==> src/rtl/led_pattern_top.sv <==
// led_pattern_top: board-level LED demo.
// A free-running prescaler produces a one-cycle tick every 2^LOG2DELAY clocks. Each tick advances
// an 8-bit binary counter and a bouncing single-LED scanner; both always run. A synchronized
// select input chooses which pattern is registered onto the eight LED pins.
//
// Parameters:
//   LOG2DELAY  prescaler width (1..30); one pattern step every 2^LOG2DELAY clocks
// Ports:
//   clk        system clock, rising edge
//   rst        synchronous active-high reset
//   sel        asynchronous pattern select: 0 = binary counter, 1 = scanner
//   LED7..LED0 LED drives, 1 = lit, LED7 is the pattern MSB
module led_pattern_top #(
  parameter int unsigned LOG2DELAY = 22
) (
  input  logic clk,
  input  logic rst,
  input  logic sel,
  output logic LED7,
  output logic LED6,
  output logic LED5,
  output logic LED4,
  output logic LED3,
  output logic LED2,
  output logic LED1,
  output logic LED0
);

  typedef enum logic {
    DirUp   = 1'b0,
    DirDown = 1'b1
  } dir_e;

  logic                 sel_s1_q, sel_s2_q;
  logic [LOG2DELAY-1:0] pre_q, pre_d;
  logic [7:0]           cnt_q, cnt_d;
  logic [2:0]           pos_q, pos_d;
  dir_e                 dir_q, dir_d;
  logic [7:0]           led_q, led_d;
  logic                 tick;

  // True on the last cycle of each prescaler period.
  assign tick  = &pre_q;
  assign pre_d = pre_q + LOG2DELAY'(1);

  always_comb begin
    cnt_d = cnt_q;
    pos_d = pos_q;
    dir_d = dir_q;
    if (tick) begin
      cnt_d = cnt_q + 8'd1;
      unique case (dir_q)
        DirUp: begin
          if (pos_q == 3'd7) begin
            dir_d = DirDown;
            pos_d = 3'd6;
          end else begin
            pos_d = pos_q + 3'd1;
          end
        end
        DirDown: begin
          if (pos_q == 3'd0) begin
            dir_d = DirUp;
            pos_d = 3'd1;
          end else begin
            pos_d = pos_q - 3'd1;
          end
        end
        default: begin
          dir_d = DirUp;
          pos_d = 3'd0;
        end
      endcase
    end
  end

  // Output mux samples the current pattern state, so LEDs trail a pattern update by one clock.
  always_comb begin
    led_d = 8'h00;
    if (sel_s2_q) begin
      led_d = 8'd1 << pos_q;
    end else begin
      led_d = cnt_q;
    end
  end

  always_ff @(posedge clk) begin
    if (rst) begin
      sel_s1_q <= 1'b0;
      sel_s2_q <= 1'b0;
      pre_q    <= '0;
      cnt_q    <= 8'h00;
      pos_q    <= 3'd0;
      dir_q    <= DirUp;
      led_q    <= 8'h00;
    end else begin
      sel_s1_q <= sel;
      sel_s2_q <= sel_s1_q;
      pre_q    <= pre_d;
      cnt_q    <= cnt_d;
      pos_q    <= pos_d;
      dir_q    <= dir_d;
      led_q    <= led_d;
    end
  end

  assign LED7 = led_q[7];
  assign LED6 = led_q[6];
  assign LED5 = led_q[5];
  assign LED4 = led_q[4];
  assign LED3 = led_q[3];
  assign LED2 = led_q[2];
  assign LED1 = led_q[1];
  assign LED0 = led_q[0];

endmodule

==> config.mk <==
export PLATFORM = sky130hd
export DESIGN_NAME = led_pattern_top
export DESIGN_NICKNAME = d
export VERILOG_FILES = /design/src/rtl/led_pattern_top.sv
export SDC_FILE = /design/constraint.sdc
export NUM_CORES = 1
export LEC_CHECK = 0
export BUFFER_PORTS_ARGS = -buffer_cell sky130_fd_sc_hd__buf_2
export CORE_AREA = 2 2 62 64
export CTS_CLUSTER_DIAMETER = 40
export DETAILED_ROUTE_END_ITERATION = 12
export DIE_AREA = 0 0 64 66
export PLACE_DENSITY_LB_ADDON = 0.25
export SYNTH_ARGS = -nofsm -noshare
export SYNTH_HDL_FRONTEND = slang
export SYNTH_SLANG_ARGS = --single-unit
==> constraint.sdc <==
create_clock -name clk -period 2.6 [get_ports clk]
set_clock_uncertainty 0.1 [all_clocks]
set_input_delay 0 -clock clk [delete_from_list [all_inputs] [get_ports clk]]
set_output_delay 0 -clock clk [all_outputs]
set_load 0.02 [all_outputs]
==> results.py <==
metrics = {
    "global_routing": {
        "grt_pass1_vias": 1559,
        "antenna_found_initial": 0,
        "overflow": 0,
        "grt_pass1_wl_um": 6890,
        "grt_start_max_net_pins": 43,
        "grt.total_usage": 0.207,
    },
    "hold_path": {
        "hold_start": "rst",
        "min_to": "led_q[0]",
        "hold_class": "in -> reg",
        "holdPathStages": 2,
    },
    "die": {
        "rows": 22,
        "die_w_um": 64,
        "die_y_um": 66,
        "ios": 11,
        "die_area_um2": 4220,
        "core_um2": 3550,
        "initial_core_util": 0.585,
    },
    "job": {
        "maxCapViolCount": 0,
    },
    "layout": {
        "antenna_cells": 0,
        "nets": 256,
        "layout-drive-gt1-share": 0.113,
        "design_area_um2": 2210,
        "syn2layout_area_growth_pct": 6.20,
        "final_cell_count_no_fill": 295,
        "utilization": 0.622,
    },
    "placed_design": {
        "dp.final_hpwl_um": 2710,
        "io_buffers": 10,
        "pre_cts_slack_ns": 0.473,
        "placedCellCount": 286,
        "gp_congestion": 0.771,
        "placed_cell_area_um2": 2140,
    },
    "routing": {
        "drtAntennaViolNets": 0,
        "wirelength_um": 3920,
        "drt-initial-drc-count": 83,
        "vias": 1685,
        "wire_per_inst_um": 13.3,
        "drc": 0,
        "viasPerCell": 5.71,
        "drtPass1Iterations": 4,
    },
    "worst_setup_path": {
        "crit_fanout": 15,
        "arrival_ns": 2.36,
        "start_kind": "flop",
        "r2r_start": "pre_q[0]",
        "reg2reg_slack_ns": 0.42,
        "r2r_cells": 5,
        "cp.required_ns": 2.79,
        "worstSetupEndpointType": "flop",
        "timing.rr.end": "cnt_q[3]",
        "worstSetupPathType": "reg -> reg",
    },
    "sta": {
        "period_minus_slack_ns": 2.18,
        "grt_setup_unrepaired": "false",
        "slew_violations": 0,
        "tightest_slew_ns": 0.727,
        "relSlewSlack": 0.515,
        "finalSetupViolations": 0,
        "post-route-period-util": 0.838,
        "hold_viol": 0,
        "max_freq_ghz": 0.459,
        "holdWs_ns": 0.0860,
        "final.setup.worst_slack_ns": 0.422,
        "finalSetupTns_ns": 0,
    },
    "synth": {
        "synth_nets": 249,
        "synth_warnings": 0,
        "synth-seq-cells": 44,
        "synth_area_um2": 2080,
        "synth_cell_type_count": 37,
        "ys_seq_area_frac": 0.424,
        "avgSynthCellArea_um2": 8.70,
        "synthCells": 239,
    },
    "clocking": {
        "cts.clk_slew.worst_paths_ns": 0.12,
        "post_cts_buffers": 0,
        "cts_tree": "yes",
        "cts_buffers": 5,
        "htree_levels": 2,
        "cts.sinks": 44,
        "clockBufferDepth": 2,
        "insertion_delay_ns": 0.35,
        "clock-root-buffer": "clkbuf_4",
    },
    "outcome": {
        "outcome": "finished, final reports clean",
    },
    "power_and_ir_drop": {
        "p_leak_nw": 0.745,
        "p_total_mw": 1.05,
        "power.density_nw_per_um2": 478,
        "ir_worst_vdd_v": 0.000414,
    },
}
-- registers in the layout, summed over array words and instances, names as in the netlist --
register / cells
sel_s1_q: 1
pos_q: 3
pre_q: 22
sel_s2_q: 1
dir_q: 1
cnt_q: 8
led_q: 8
-- kinds of logic (layout without fill, tap and decap cells) --
group                    count (synthesis)  after routing  synth area share
AND/OR/NAND/NOR                        111            111             0.293
flip-flops                              44             44             0.424
AO/OA/AOI/OAI                           41             41             0.117
buffers and inverters                   18             26            0.0403
XOR/XNOR                                10             10            0.0421
multiplexers                             8              8            0.0415
adder cells (fa/ha/maj)                  7              7            0.0421
-- synthesized netlist by cell type, drive strengths merged --
cell type / count / share of area
dfxtp: 44 / 0.42
nor2: 23 / 0.042
a21oi: 22 / 0.053
nand2: 13 / 0.023
nand3: 13 / 0.034
nor2b: 9 / 0.027
clkbuf: 7 / 0.013
ha: 7 / 0.042
nand2b: 7 / 0.021
nand4: 7 / 0.021
nor3: 7 / 0.017
o31ai: 7 / 0.025
or4: 7 / 0.025
xnor2: 7 / 0.030
buf: 6 / 0.019
o21ai: 6 / 0.014
and3: 5 / 0.015
inv: 5 / 0.0090
mux2: 5 / 0.027
nor4: 5 / 0.015
or3: 5 / 0.016
and2: 4 / 0.012
and4: 3 / 0.013
mux2i: 3 / 0.014
nand3b: 3 / 0.011
xor2: 3 / 0.013
a311oi: 2 / 0.0084
a2111oi: 1 / 0.0042
a31o: 1 / 0.0042
a31oi: 1 / 0.0030
o32a: 1 / 0.0048
-- critical path, stage by stage, from the launching register on --
cell and delay (ns):
dfxtp_1 0.39, ha_1 0.24, and4_2 0.26, nand3_1 0.37, or4_1 0.62, a21oi_1 0.14
-- where the power goes --
group,internal (mW),switching (mW),leakage (nW)
Clock,0.134,0.206,0.0326
Combinational,0.0106,0.0177,0.357
Sequential,0.680,0.00661,0.355
-- cell type report --
| class | instances | area, um2 |
|---|---|---|
| Sequential cell | 44 | 881 |
| Clock buffer | 8 | 58.8 |
| Multi-Input combinational cell | 177 | 1110 |
| Inverter | 5 | 18.8 |
| Timing Repair Buffer | 13 | 75.1 |
| Fill cell | 323 | 1340 |
| Tap cell | 48 | 60.1 |
-- placed cells by master (no fill, tap or decap), drive strengths merged, types with 4 or more instances in the layout --
cell type	instances
nand4	7
clkbuf	8
xnor2	7
nand3	13
o31ai	7
ha	7
or3	5
o21ai	6
and2	4
a21oi	22
nand2	13
and3	5
nor2	23
nor4	5
nor2b	9
mux2	5
or4	7
buf	12
dfxtp	44
nor3	7
inv	5
nand2b	7
-- per-layer routing --
layer	GRT usage	wire length, um	vias to the layer above
met1	0.261	1890	798
met4	0.0734	46	0
met2	0.346	1880	22
met5	0	0	-
li1	-	-	861
met3	0.0460	99	4
-- what timing repair did --
item / CTS / global route
gates resized for setup: 0 / 0
hold buffers: 1 / 0
endpoints found under the hold margin: 1 / 0
-- worst max-delay path by stage --
stage	endpoint	start	slack, ns
floorplan	cnt_q[7]	pre_q[0]	0.79
global placement	cnt_q[3]	pre_q[0]	0.54
detailed placement	cnt_q[3]	pre_q[0]	0.47
CTS	cnt_q[3]	pre_q[0]	0.43
global route	cnt_q[3]	pre_q[0]	0.26
finish	cnt_q[3]	pre_q[0]	0.42
Power figures use the tool's default switching activity.
